--- src/rtl/nl2_dbank_ahw_mc_if.sv ---
// Bus bundle between the scrub engine / dbank write pipeline and the address history window.
// The master drives writes and scrub requests, and the slave returns the arbitration result.
`ifndef nl2_SRAM_BLOCK_ADDR_SIZE
`define nl2_SRAM_BLOCK_ADDR_SIZE 16
`endif

interface nl2_dbank_ahw_mc_if #(
    parameter int N_SRAM          = 4,
    parameter int HIST_DEPTH      = 4,
    parameter int N_WR            = 2,
    parameter int BLOCK_ADDR_SIZE = `nl2_SRAM_BLOCK_ADDR_SIZE
);
    localparam int OCC_W = $clog2(HIST_DEPTH * N_WR + 1);

    logic                              shift_en;
    logic                              flush;
    logic [N_WR-1:0]                   wr_vld;
    logic [N_WR*N_SRAM-1:0]            wr_bnk;
    logic [N_WR*BLOCK_ADDR_SIZE-1:0]   wr_addr;
    logic                              scrub_req;
    logic [N_SRAM-1:0]                 scrub_bnk;
    logic [BLOCK_ADDR_SIZE-1:0]        scrub_addr;
    logic                              scrub_grant;
    logic                              scrub_cancel;
    logic                              scrub_drop;
    logic                              scrub_busy;
    logic [OCC_W-1:0]                  hist_occ;

    modport master (
        output shift_en, flush, wr_vld, wr_bnk, wr_addr,
        output scrub_req, scrub_bnk, scrub_addr,
        input  scrub_grant, scrub_cancel, scrub_drop, scrub_busy, hist_occ
    );

    modport slave (
        input  shift_en, flush, wr_vld, wr_bnk, wr_addr,
        input  scrub_req, scrub_bnk, scrub_addr,
        output scrub_grant, scrub_cancel, scrub_drop, scrub_busy, hist_occ
    );
endinterface

--- src/rtl/nl2_dbank_ahw_mc.sv ---
// Multi-channel address history window. It records recent dbank writes and arbitrates a pending
// scrub with a grant, a cancel with a drain wait, or a drop once the retry budget is spent.
`ifndef nl2_SRAM_BLOCK_ADDR_SIZE
`define nl2_SRAM_BLOCK_ADDR_SIZE 16
`endif

module nl2_dbank_ahw_mc #(
    parameter int N_SRAM          = 4,
    parameter int HIST_DEPTH      = 4,
    parameter int N_WR            = 2,
    parameter int BLOCK_ADDR_SIZE = `nl2_SRAM_BLOCK_ADDR_SIZE,
    parameter int RETRY_MAX       = 3
) (
    input logic               clk,
    input logic               rst_a,
    nl2_dbank_ahw_mc_if.slave bus
);
    localparam int OCC_W    = $clog2(HIST_DEPTH * N_WR + 1);
    localparam int RETRY_W  = $clog2(RETRY_MAX + 1);
    localparam int RETRY_W1 = RETRY_W + 1;
    localparam int DRAIN_W  = $clog2(HIST_DEPTH + 1);

    typedef enum logic {IDLE, WAIT} state_t;

    logic [HIST_DEPTH-1:0][N_WR-1:0]                      vld_q, vld_d;
    logic [HIST_DEPTH-1:0][N_WR-1:0][N_SRAM-1:0]          bnk_q, bnk_d;
    logic [HIST_DEPTH-1:0][N_WR-1:0][BLOCK_ADDR_SIZE-1:0] addr_q, addr_d;

    state_t             state_q, state_d;
    logic [RETRY_W-1:0] retry_cnt_q, retry_cnt_d;
    logic [DRAIN_W-1:0] drain_cnt_q, drain_cnt_d;

    logic             hit;
    logic [OCC_W-1:0] occ;
    logic             grant, cancel, drop, busy;

    // A flush that coincides with a shift still lets stage 0 capture the live writes.
    always_comb begin
        vld_d  = vld_q;
        bnk_d  = bnk_q;
        addr_d = addr_q;
        if (bus.shift_en) begin
            for (int i = HIST_DEPTH - 1; i > 0; i--) begin
                vld_d[i]  = vld_q[i-1] & {N_WR{~bus.flush}};
                bnk_d[i]  = bnk_q[i-1];
                addr_d[i] = addr_q[i-1];
            end
            for (int c = 0; c < N_WR; c++) begin
                vld_d[0][c]  = bus.wr_vld[c];
                bnk_d[0][c]  = bus.wr_bnk[c*N_SRAM +: N_SRAM];
                addr_d[0][c] = bus.wr_addr[c*BLOCK_ADDR_SIZE +: BLOCK_ADDR_SIZE];
            end
        end else if (bus.flush) begin
            vld_d = '0;
        end
    end

    always_comb begin
        hit = 1'b0;
        for (int i = 0; i < HIST_DEPTH; i++) begin
            for (int c = 0; c < N_WR; c++) begin
                if (vld_q[i][c] && |(bus.scrub_bnk & bnk_q[i][c]) && addr_q[i][c] == bus.scrub_addr) begin
                    hit = 1'b1;
                end
            end
        end
        for (int c = 0; c < N_WR; c++) begin
            if (bus.wr_vld[c] && |(bus.scrub_bnk & bus.wr_bnk[c*N_SRAM +: N_SRAM]) &&
                bus.wr_addr[c*BLOCK_ADDR_SIZE +: BLOCK_ADDR_SIZE] == bus.scrub_addr) begin
                hit = 1'b1;
            end
        end
    end

    always_comb begin
        occ = '0;
        for (int i = 0; i < HIST_DEPTH; i++) begin
            for (int c = 0; c < N_WR; c++) begin
                occ = occ + OCC_W'(vld_q[i][c]);
            end
        end
    end

    always_comb begin
        state_d     = state_q;
        retry_cnt_d = retry_cnt_q;
        drain_cnt_d = drain_cnt_q;
        grant       = 1'b0;
        cancel      = 1'b0;
        drop        = 1'b0;
        busy        = 1'b0;
        if (!bus.scrub_req) begin
            state_d     = IDLE;
            retry_cnt_d = '0;
            drain_cnt_d = '0;
        end else begin
            case (state_q)
                IDLE: begin
                    if (!hit) begin
                        grant       = 1'b1;
                        retry_cnt_d = '0;
                    end else begin
                        cancel = 1'b1;
                        if ({1'b0, retry_cnt_q} + RETRY_W1'(1) < RETRY_W1'(RETRY_MAX)) begin
                            retry_cnt_d = retry_cnt_q + RETRY_W'(1);
                            drain_cnt_d = DRAIN_W'(HIST_DEPTH);
                            state_d     = WAIT;
                        end else begin
                            drop        = 1'b1;
                            retry_cnt_d = '0;
                        end
                    end
                end
                WAIT: begin
                    busy = 1'b1;
                    if (bus.flush || drain_cnt_q == '0) begin
                        drain_cnt_d = '0;
                        state_d     = IDLE;
                    end else if (bus.shift_en) begin
                        drain_cnt_d = drain_cnt_q - DRAIN_W'(1);
                        if (drain_cnt_q == DRAIN_W'(1)) begin
                            state_d = IDLE;
                        end
                    end
                end
                default: state_d = IDLE;
            endcase
        end
    end

    // Outputs are forced low while reset is held so an asynchronous reset silences them at once.
    assign bus.scrub_grant  = grant  & ~rst_a;
    assign bus.scrub_cancel = cancel & ~rst_a;
    assign bus.scrub_drop   = drop   & ~rst_a;
    assign bus.scrub_busy   = busy   & ~rst_a;
    assign bus.hist_occ     = occ;

    always_ff @(posedge clk or posedge rst_a) begin
        if (rst_a) begin
            vld_q       <= '0;
            bnk_q       <= '0;
            addr_q      <= '0;
            state_q     <= IDLE;
            retry_cnt_q <= '0;
            drain_cnt_q <= '0;
        end else begin
            vld_q       <= vld_d;
            bnk_q       <= bnk_d;
            addr_q      <= addr_d;
            state_q     <= state_d;
            retry_cnt_q <= retry_cnt_d;
            drain_cnt_q <= drain_cnt_d;
        end
    end
endmodule
--- src/flat_wrapper.sv ---
// flat-port wrapper written by rule: the top's interface ports become plain ports
module nl2_dbank_ahw_mc_flat 
#(
    parameter int N_SRAM          = 4,
    parameter int HIST_DEPTH      = 4,
    parameter int N_WR            = 2,
    parameter int BLOCK_ADDR_SIZE = `nl2_SRAM_BLOCK_ADDR_SIZE,
    parameter int RETRY_MAX       = 3
)
  (clk, rst_a, bus_shift_en, bus_flush, bus_wr_vld, bus_wr_bnk, bus_wr_addr, bus_scrub_req, bus_scrub_bnk, bus_scrub_addr, bus_scrub_grant, bus_scrub_cancel, bus_scrub_drop, bus_scrub_busy, bus_hist_occ);
  nl2_dbank_ahw_mc_if #(.N_SRAM(N_SRAM), .HIST_DEPTH(HIST_DEPTH), .N_WR(N_WR), .BLOCK_ADDR_SIZE(BLOCK_ADDR_SIZE)) bus_i ();
  input logic clk;
  input logic rst_a;
  input wire logic [$bits(bus_i.shift_en)-1:0] bus_shift_en;
  input wire logic [$bits(bus_i.flush)-1:0] bus_flush;
  input wire logic [$bits(bus_i.wr_vld)-1:0] bus_wr_vld;
  input wire logic [$bits(bus_i.wr_bnk)-1:0] bus_wr_bnk;
  input wire logic [$bits(bus_i.wr_addr)-1:0] bus_wr_addr;
  input wire logic [$bits(bus_i.scrub_req)-1:0] bus_scrub_req;
  input wire logic [$bits(bus_i.scrub_bnk)-1:0] bus_scrub_bnk;
  input wire logic [$bits(bus_i.scrub_addr)-1:0] bus_scrub_addr;
  output wire logic [$bits(bus_i.scrub_grant)-1:0] bus_scrub_grant;
  output wire logic [$bits(bus_i.scrub_cancel)-1:0] bus_scrub_cancel;
  output wire logic [$bits(bus_i.scrub_drop)-1:0] bus_scrub_drop;
  output wire logic [$bits(bus_i.scrub_busy)-1:0] bus_scrub_busy;
  output wire logic [$bits(bus_i.hist_occ)-1:0] bus_hist_occ;
  assign bus_i.shift_en = bus_shift_en;
  assign bus_i.flush = bus_flush;
  assign bus_i.wr_vld = bus_wr_vld;
  assign bus_i.wr_bnk = bus_wr_bnk;
  assign bus_i.wr_addr = bus_wr_addr;
  assign bus_i.scrub_req = bus_scrub_req;
  assign bus_i.scrub_bnk = bus_scrub_bnk;
  assign bus_i.scrub_addr = bus_scrub_addr;
  assign bus_scrub_grant = bus_i.scrub_grant;
  assign bus_scrub_cancel = bus_i.scrub_cancel;
  assign bus_scrub_drop = bus_i.scrub_drop;
  assign bus_scrub_busy = bus_i.scrub_busy;
  assign bus_hist_occ = bus_i.hist_occ;
  nl2_dbank_ahw_mc #(.N_SRAM(N_SRAM), .HIST_DEPTH(HIST_DEPTH), .N_WR(N_WR), .BLOCK_ADDR_SIZE(BLOCK_ADDR_SIZE), .RETRY_MAX(RETRY_MAX)) u_core (.clk(clk), .rst_a(rst_a), .bus(bus_i));
endmodule
--- config.mk ---
export PLATFORM = sky130hd
export DESIGN_NAME = nl2_dbank_ahw_mc_flat
export DESIGN_NICKNAME = d
export VERILOG_FILES = /design/src/rtl/nl2_dbank_ahw_mc_if.sv /design/src/rtl/nl2_dbank_ahw_mc.sv /design/src/flat_wrapper.sv
export SDC_FILE = /design/constraint.sdc
export NUM_CORES = 1
export LEC_CHECK = 0
export ABC_AREA = 1
export CAP_MARGIN = 20
export CORE_ASPECT_RATIO = 0.6
export CORE_MARGIN = 2
export CORE_UTILIZATION = 43
export CTS_CLUSTER_SIZE = 20
export DETAILED_ROUTE_END_ITERATION = 8
export PLACE_DENSITY = 0.73
export SLEW_MARGIN = 20
export SYNTH_ARGS = -nofsm -noshare
export SYNTH_HDL_FRONTEND = slang
export SYNTH_SLANG_ARGS = --single-unit
--- constraint.sdc ---
create_clock -name clk -period 14.85 [get_ports clk]
set_input_delay 1.485 -clock clk [delete_from_list [all_inputs] [get_ports clk]]
set_output_delay 1.485 -clock clk [all_outputs]
set_load 0.05 [all_outputs]
# Word level (Yosys, flattened, before mapping)
# Index checks and enable logic that the tools add are counted.
[totals]
out_inout_bits = 8
elab_cells = 144
input_bits = 67
register_bits = 174
[classes]
reduce_logical = 34
eq_ne = 15
n_lt_le_gt_ge = 1
addsub = 10
n_mux = 41
n_bitwise = 20
[op_table]
columns = ["operator", "count"]
rows = [
  ["$eq 16x16->1", 10],
  ["$and 4x4->4", 10],
  ["$reduce_or 4->1", 10],
  ["$mux 1", 28],
  ["$add 4x1->4", 6],
  ["$logic_and 1x1->1", 20],
  ["$mux 8", 2],
  ["$mux 3", 5],
  ["$mux 2", 4],
  ["$and 2x2->2", 3],
  ["$ne 3x2->1 const B", 2],
  ["$pmux 3 s2", 1],
  ["$and 1x1->1", 4],
  ["$ne 4x4->1 const B", 1],
  ["$add 2x1->3 const B", 1],
  ["$eq 3x1->1 const B", 1],
  ["$logic_not 3->1", 1],
  ["$lt 3x2->1 const B", 1],
  ["$not 1->1", 3],
  ["$reduce_and 3->1", 1],
  ["$sub 3x1->3 const B", 1],
  ["$add 1x1->2", 1],
  ["$add 2x1->2 const B", 1],
  ["$ne 2x2->1 const B", 1],
  ["3 further kinds", 3],
]

# Longest topological paths before layout
# Gate-level depths: netlist (run 1).
[logic_depth]
ltp_word = 18
ltp_mapped = 17
depth_no_buf = 15

# Worst setup path after synthesis (run 1)
# No wires, ideal clock.
[synth_path]
path_type = "input-to-output"
startpoint = "input bus_scrub_addr[8]"
endpoint = "output bus_scrub_grant"
stages = 12
slack_ns = 9.997
t_arrival_ns = 3.368
required_ns = 13.365
n_path_buf = 1
cell_sequence = "buf_4 -> inv_2 -> nand2_1 -> nand2_1 -> nor2_1 -> nand2_1 -> nor2_1 -> nand3_1 -> nand2_1 -> nor2_2 -> nand3_2 -> nor3_1"
[synth_via]
elab_chain_len = 16
word_cells_on_any_way = 34
cone_classes = "10 x eq/ne; 13 x mux; 1 x bitwise; 10 x reduce/logical"
[synth_lines]
columns = ["item", "line_no", "text"]
rows = [
  ["start, declared", "flat_wrapper.sv:21", "input wire logic [$bits(bus_i.scrub_addr)-1:0] bus_scrub_addr;"],
  ["$eq 16x16->1", "nl2_dbank_ahw_mc.sv:62", "if (vld_q[i][c] && |(bus.scrub_bnk & bnk_q[i][c]) && addr_q[i][c] == bus.scrub_addr) begin"],
  ["$logic_and 1x1->1", "nl2_dbank_ahw_mc.sv:62", ""],
  ["$mux 1 (8 in series)", "nl2_dbank_ahw_mc.sv:62", ""],
  ["$mux 1", "nl2_dbank_ahw_mc.sv:68", "if (bus.wr_vld[c] && |(bus.scrub_bnk & bus.wr_bnk[c*N_SRAM +: N_SRAM]) &&"],
  ["$mux 1 (*)", "nl2_dbank_ahw_mc.sv:68", ""],
  ["$mux 1 (*)", "nl2_dbank_ahw_mc.sv:99", "if (!hit) begin"],
  ["$mux 1 (*)", "nl2_dbank_ahw_mc.sv:97", "case (state_q)"],
  ["$mux 1 (*)", "nl2_dbank_ahw_mc.sv:92", "if (!bus.scrub_req) begin"],
  ["$and 1x1->1 (*)", "nl2_dbank_ahw_mc.sv:132", "assign bus.scrub_grant = grant & ~rst_a;"],
  ["end, declared", "flat_wrapper.sv:22", "output wire logic [$bits(bus_i.scrub_grant)-1:0] bus_scrub_grant;"],
]
# Mark *: on every way between the ends. The rest lies on a longest branch, timed or not.

# Final worst setup path (run 1)
[layout_path]
startpoint = "input bus_scrub_addr[10]"
endpoint = "output bus_scrub_drop"
[layout_via]
elab_chain_len = 16
word_cells_on_any_way = 34
cone_classes = "10 x eq/ne; 13 x mux; 1 x bitwise; 10 x reduce/logical"
[layout_lines]
columns = ["item", "line_no", "text"]
rows = [
  ["$eq 16x16->1", "nl2_dbank_ahw_mc.sv:62", ""],
  ["$logic_and 1x1->1", "nl2_dbank_ahw_mc.sv:62", ""],
  ["$mux 1 (8 in series)", "nl2_dbank_ahw_mc.sv:62", ""],
  ["$mux 1", "nl2_dbank_ahw_mc.sv:68", ""],
  ["$mux 1 (*)", "nl2_dbank_ahw_mc.sv:68", ""],
  ["$mux 1 (*)", "nl2_dbank_ahw_mc.sv:99", ""],
  ["$mux 1 (*)", "nl2_dbank_ahw_mc.sv:97", ""],
  ["$mux 1 (*)", "nl2_dbank_ahw_mc.sv:92", ""],
  ["$and 1x1->1 (*)", "nl2_dbank_ahw_mc.sv:134", "assign bus.scrub_drop = drop & ~rst_a;"],
  ["end, declared", "flat_wrapper.sv:24", "output wire logic [$bits(bus_i.scrub_drop)-1:0] bus_scrub_drop;"],
]
# Marks and branches as above.

==> results of run 1 <==
## how the worst max path moves through the flow
| stage | slack (ns) | end | cells after the start | start |
|---|---|---|---|---|
| final | 8.50 | bus_scrub_drop | 14 | bus_scrub_addr[10] |
| after CTS | 8.54 | bus_scrub_drop | 14 | bus_scrub_addr[10] |
| after global placement | 8.61 | bus_scrub_drop | 14 | bus_scrub_addr[10] |
| after detailed placement | 8.54 | bus_scrub_drop | 14 | bus_scrub_addr[10] |
| after floorplan | 8.65 | u_core.addr_q[0] | 1 | rst_a |
| after global routing | 8.26 | bus_scrub_drop | 14 | bus_scrub_addr[10] |
## worst max-delay path, stage by stage
cell and delay [ns]:
clkdlybuf4s50_1 1.01, inv_1 0.36, nand2_1 0.16, o21ai_0 0.12, nor2_1 0.15, nand2_1 0.08
nor2_1 0.09, nand3_1 0.13, nand2_1 0.08, inv_1 0.05, nand3_2 0.14, nand2_1 0.09
nor2_1 0.09, clkdlybuf4s50_1 0.81
## state kept, by name (all words and copies together) (netlist names)
name / count
u_core.drain_cnt_q: 3
u_core.state_q: 1
u_core.addr_q: 128
u_core.bnk_q: 32
u_core.vld_q: 8
u_core.retry_cnt_q: 2
## area by class of cell
cell class / instances / area (sq um)
Clock buffer: 20 / 457
Clock inverter: 11 / 83.8
Fill cell: 2173 / 11000
Inverter: 147 / 567
Multi-Input combinational cell: 992 / 4360
Sequential cell: 174 / 4350
Tap cell: 286 / 358
Timing Repair Buffer: 78 / 772
## cell families after synthesis
logic type                 synth area share
and+or+nand+nor                       0.306
buffers and inverters                0.0935
AOI/OAI and AO/OA                     0.103
DFF                                   0.453
xor gates and xnor gates             0.0282
adders and majority gates            0.0161
## power breakdown
group | leakage (uW) | switching [uW] | internal [uW] | total (uW)
Clock | 0.000255 | 203 | 223 | 426
Sequential | 0.00220 | 44.0 | 526 | 570
Combinational | 0.00309 | 147 | 77.1 | 224
## per-stage QoR
| step | area [sq um] | cells | hold slack [ns] |
|---|---|---|---|
| after floorplan | 9610 | 1372 | 0.442 |
| after global placement | 10400 | 1677 | 0.454 |
| after detailed placement | 10400 | 1677 | 0.458 |
| after CTS | 11000 | 1708 | 0.476 |
| after global routing | 11000 | 1708 | 0.501 |
| final | 11000 | 1708 | 0.473 |
## cells in the final DEF, fill, tap and decap left out, types with 4 or more instances in the layout
| cell | Yosys | routed |
|---|---|---|
| xor2_1 | 26 | 26 |
| o21ai_0 | 159 | 159 |
| nand4_1 | 9 | 9 |
| clkinvlp_4 | 0 | 4 |
| nor2_1 | 113 | 113 |
| inv_4 | 4 | 4 |
| inv_1 | 135 | 133 |
| nor3_1 | 6 | 6 |
| o21ai_2 | 4 | 4 |
| dfrtp_1 | 174 | 174 |
| ha_1 | 6 | 6 |
| nand3_1 | 20 | 20 |
| clkbuf_16 | 0 | 17 |
| nand2_2 | 4 | 4 |
| inv_2 | 8 | 9 |
| buf_4 | 7 | 4 |
| a21oi_1 | 5 | 5 |
| fa_1 | 4 | 4 |
| o22ai_1 | 7 | 7 |
| nand2_1 | 600 | 600 |
| xnor2_1 | 5 | 5 |
| o21ai_1 | 16 | 16 |
| clkdlybuf4s50_1 | 0 | 73 |
| inv_6 | 0 | 4 |
## layer usage
metal | vias up | wire length [um] | GRT usage
met2 | 373 | 11200 | 0.346
li1 | 4278 | - | -
met3 | 22 | 3380 | 0.0964
met5 | - | 0 | 0
met1 | 4035 | 14300 | 0.398
met4 | 0 | 279 | 0.0540
==> out/results.txt, run 1 <==
status = finished clean
RSZ-0062 raised after global routing = no
crit start category = input pin
EDFF count, synth = 0
syn avg cell area = 7.01 sq um
Slew Viols, Final = 0
post-detail-place hpwl = 21,400 um
H-tree depth = 4
worst reg2reg endpoint = u_core.drain_cnt_q[1]
Yosys reg bits = 174
n_diodes = 0
Worst Clk Skew = 0.00772 ns
# clock sinks = 174
largest net degree at the start of global routing = 138
Power Density = 111 mW/mm^2
CTS Buffer Depth = 2
Routed Antenna Nets = 0
register area share after synthesis = 0.453
Starting Density = 0.438
Area Overhead vs Synth = 13.9%
Syn Inst Count = 1,372
Peak VDD IR = 0.0000846 V
port bufs = 74
FF-to-FF path depth = 11
fin util = 0.499
syn_nets = 1,449
# rows = 42
grt ovf = 0
I/O pin count = 75
crit path kind = input pin to output port
mapped cell area = 0.00961 sq mm
hold path start = u_core.bnk_q[24]
clock slew at reported path FFs = 0.07 ns
first-pass GRT wire length = 46,100 um
Synth async-reset ratio = 1.00
fin nets = 1,487
Yosys cell types = 30
total core area = 0.0220 sq mm
Hold Crit Depth = 2
Least-Margin Pin Slew = 0.975 ns
R2R setup slack = 12.94 ns
full die area = 0.0236 sq mm
CP Capture Type = output port
end of the worst hold path = u_core.bnk_q[24]
Global Route Usage Sum = 0.261
post-route setup slack = 8.50 ns
setup TNS = 0 ns
die height = 120 um
# hold bufs at CTS = 0
1st-iter DRT viols = 851
Ys Warns = 0
CP Max Fanout = 12
type of the tightest min-delay check = flop to flop
main flop type after synthesis = dfrtp_1
vias per std cell = 5.10
initial antenna violation count = 0
# Post-CTS Setup Buffers = 0
fin crit share = 0.427
Final setup viols = 0
Area contributors post-synth = dfrtp_1 (45%), nand2_1 (23%), o21ai_0 (8.3%), inv_1 (5.3%), nor2_1 (4.4%)
die width = 197 um
Synth top area share = 0.453
cell taking the most area after synthesis = dfrtp_1
commonest cells in the netlist = nand2_1 (600), dfrtp_1 (174), o21ai_0 (159), inv_1 (135), nor2_1 (113)
Crit path arrival time = 4.86 ns
Tot Pwr = 1220 uW
clk_lat worst skew = 0.45 ns
Critical Path RT = 13.36 ns
Slew Limit Headroom = 0.350
Routed Wire Length = 29,200 um
Final Hold Vio Count = 0
Leakage Power = 0.00554 uW
DRC = 0
total of max-cap violations = 0
# resized after CTS = 0
pre-CTS setup slack = 8.54 ns
via count = 8,708
Avg WL per Cell = 17.1 um
crit path time final = 6.35 ns
number of global-route vias before repair = 8,186
CTS tree = done
fmax = 158 MHz
DRT Pass-1 Iters = 6
clk root buf = clkbuf_16
RR Startpoint = u_core.addr_q[10]
routability congestion estimate = 1.00
layout cells sized above 1 = 0.0443
count leader, synth = nand2_1
CTS Buf Count = 17
(Power assumes the default switching activity.)
==> run 2, diff against run 1 <==
clock period = 6.4 ns   (was 14.85 ns; I/O delays follow)
==> run 2 against run 1 <==
- utilization up 0.54 points
- clock-buffer cell count rose by 1
- non-clock buffer count increased by 2
- largest power group unchanged
==> out/results.txt, run 2 (same netlist as run 1, synthesis figures left out) <==
status = finished clean
# rows = 42
CP Max Fanout = 3
fin nets = 1,489
Routed Antenna Nets = 0
# hold bufs at CTS = 0
post-route cell area = 0.0111 sq mm
die width = 197 um
Reg power frac = 0.451
layout cells sized above 1 = 0.0463
Crit path arrival time = 4.08 ns
Avg WL per Cell = 17.0 um
biggest regs = u_core.addr_q: 128 flops, u_core.bnk_q: 32 flops, u_core.vld_q: 8 flops
die height = 120 um
Post-Layout Cell Count = 1,710
CTS tree = done
Routed Wire Length = 29,100 um
Worst path max stage delay = 0.79 ns
Tot Pwr = 2930 uW
first-pass GRT wire length = 46,200 um
Least-Margin Pin Slew = 0.831 ns
Post-Place Cells = 1,678
CTS Buf Count = 17
DRC = 0
commonest non-fill, non-tap cell in the layout = nand2_1
crit path time final = 4.72 ns
crit start category = flop
type of the tightest min-delay check = flop to flop
Fill cells = 2,176
crit path kind = flop to output port
Slew Limit Headroom = 0.446
total core area = 0.0220 sq mm
grt ovf = 0
n_diodes = 0
port bufs = 74
post-detail-place hpwl = 21,500 um
Power Density = 265 mW/mm^2
Area Overhead vs Synth = 15.2%
total of max-cap violations = 0
clock slew at reported path FFs = 0.07 ns
Slew Viols, Final = 0
setup TNS = 0 ns
commonest non-fill, non-tap cells in the layout = nand2_1 (600), dfrtp_1 (174), o21ai_0 (159)
NetSw = 905 uW
DRT Pass-1 Iters = 7
via count = 8,854
Leakage Power = 0.00560 uW
CP max-delay cell = clkdlybuf4s50_1
full die area = 0.0236 sq mm
# resized after CTS = 0
Starting Density = 0.438
largest net degree at the start of global routing = 132
CP Capture Type = output port
Int Pwr = 2020 uW
routability congestion estimate = 0.962
Peak VDD IR = 0.000209 V
fin crit share = 0.738
CP Cell Sequence = ha_1 > inv_1 > fa_1 > fa_1 > inv_1 > fa_1 > inv_1 > fa_1 > inv_1 > clkdlybuf4s50_1
Final Hold Vio Count = 0
H-tree depth = 4
1st-iter DRT viols = 965
clk root buf = clkbuf_16
combinational power share = 0.179
Worst Clk Skew = 0.0138 ns
fmax = 212 MHz
Sw Share = 0.309
Critical Path RT = 5.76 ns
max reg flops = 128
CTS Buffer Depth = 2
clk_lat worst skew = 0.44 ns
Final setup viols = 0
register bank with the most flops = u_core.addr_q
# clock sinks = 174
RSZ-0062 raised after global routing = no
I/O pin count = 75
Clk pwr share = 0.370
DP Area = 0.0104 sq mm
vias per std cell = 5.18
Global Route Usage Sum = 0.258
initial antenna violation count = 0
number of global-route vias before repair = 8,329
# Post-CTS Setup Buffers = 0
==> run 2: final timing paths <==
| kind | to | slack (ns) | from | cells past startpoint |
|---|---|---|---|---|
| worst max-delay path | bus_hist_occ[1] | 1.68 | u_core.vld_q[1] | 10 |
| worst min-delay path | u_core.bnk_q[29] | 0.48 | u_core.bnk_q[29] | 2 |
| worst max register to register | u_core.drain_cnt_q[0] | 4.44 | u_core.addr_q[101] | 15 |
| worst min register to register | u_core.bnk_q[29] | 0.48 | u_core.bnk_q[29] | 2 |
| max in group asynchronous | u_core.addr_q[47] | 4.55 | rst_a | 4 |
| min in group asynchronous | u_core.vld_q[7] | 0.75 | rst_a | 2 |
==> run 2: cell type report <==
cell class              count  area (sq um)  share of cell area
well taps                 286           358              0.0323
flip-flops and latches    174          4350               0.393
clock inverters            10           126              0.0114
inverters                 147           567              0.0512
clock buffers              21           480              0.0434
repair buffers             80           823              0.0744
multi-input cells         992          4360               0.394
==> run 2: through the flow <==
stage	worst slack [ns]	utilization	hold WS (ns)
2_1_floorplan	1.04	-	0.442
3_3_place_gp	1.85	0.474	0.456
3_5_place_dp	1.88	0.475	0.460
4_1_cts	1.66	0.502	0.478
5_1_grt	1.52	0.504	0.489
6_report	1.68	0.504	0.477
==> run 2: power by group through the flow <==
| stage | registers (uW) | logic, uW | clock network (uW) |
|---|---|---|---|
| 4_1_cts | 1320 | 518 | 1090 |
| 6_report | 1320 | 525 | 1080 |
| 3_5_place_dp | 1330 | 515 | 0 |
| 2_1_floorplan | 1300 | 355 | 0 |
| 3_3_place_gp | 1330 | 504 | 0 |
| 5_1_grt | 1330 | 597 | 1140 |
==> run 2: layer usage <==
layer / wire length [um] / GRT usage / share of wire
met4: 415 / 0.0663 / 0.014
met1: 13800 / 0.395 / 0.48
met5: 0 / 0 / 0
met3: 3370 / 0.0773 / 0.12
met2: 11500 / 0.352 / 0.39
==> run 2: worst max-delay path: cells and delay by family, from the launching register on <==
| kind | cells | cell delay [ns] |
|---|---|---|
| flops | 1 | 0.43 |
| fa+ha+maj | 5 | 2.19 |
| buf+inv | 5 | 1.03 |
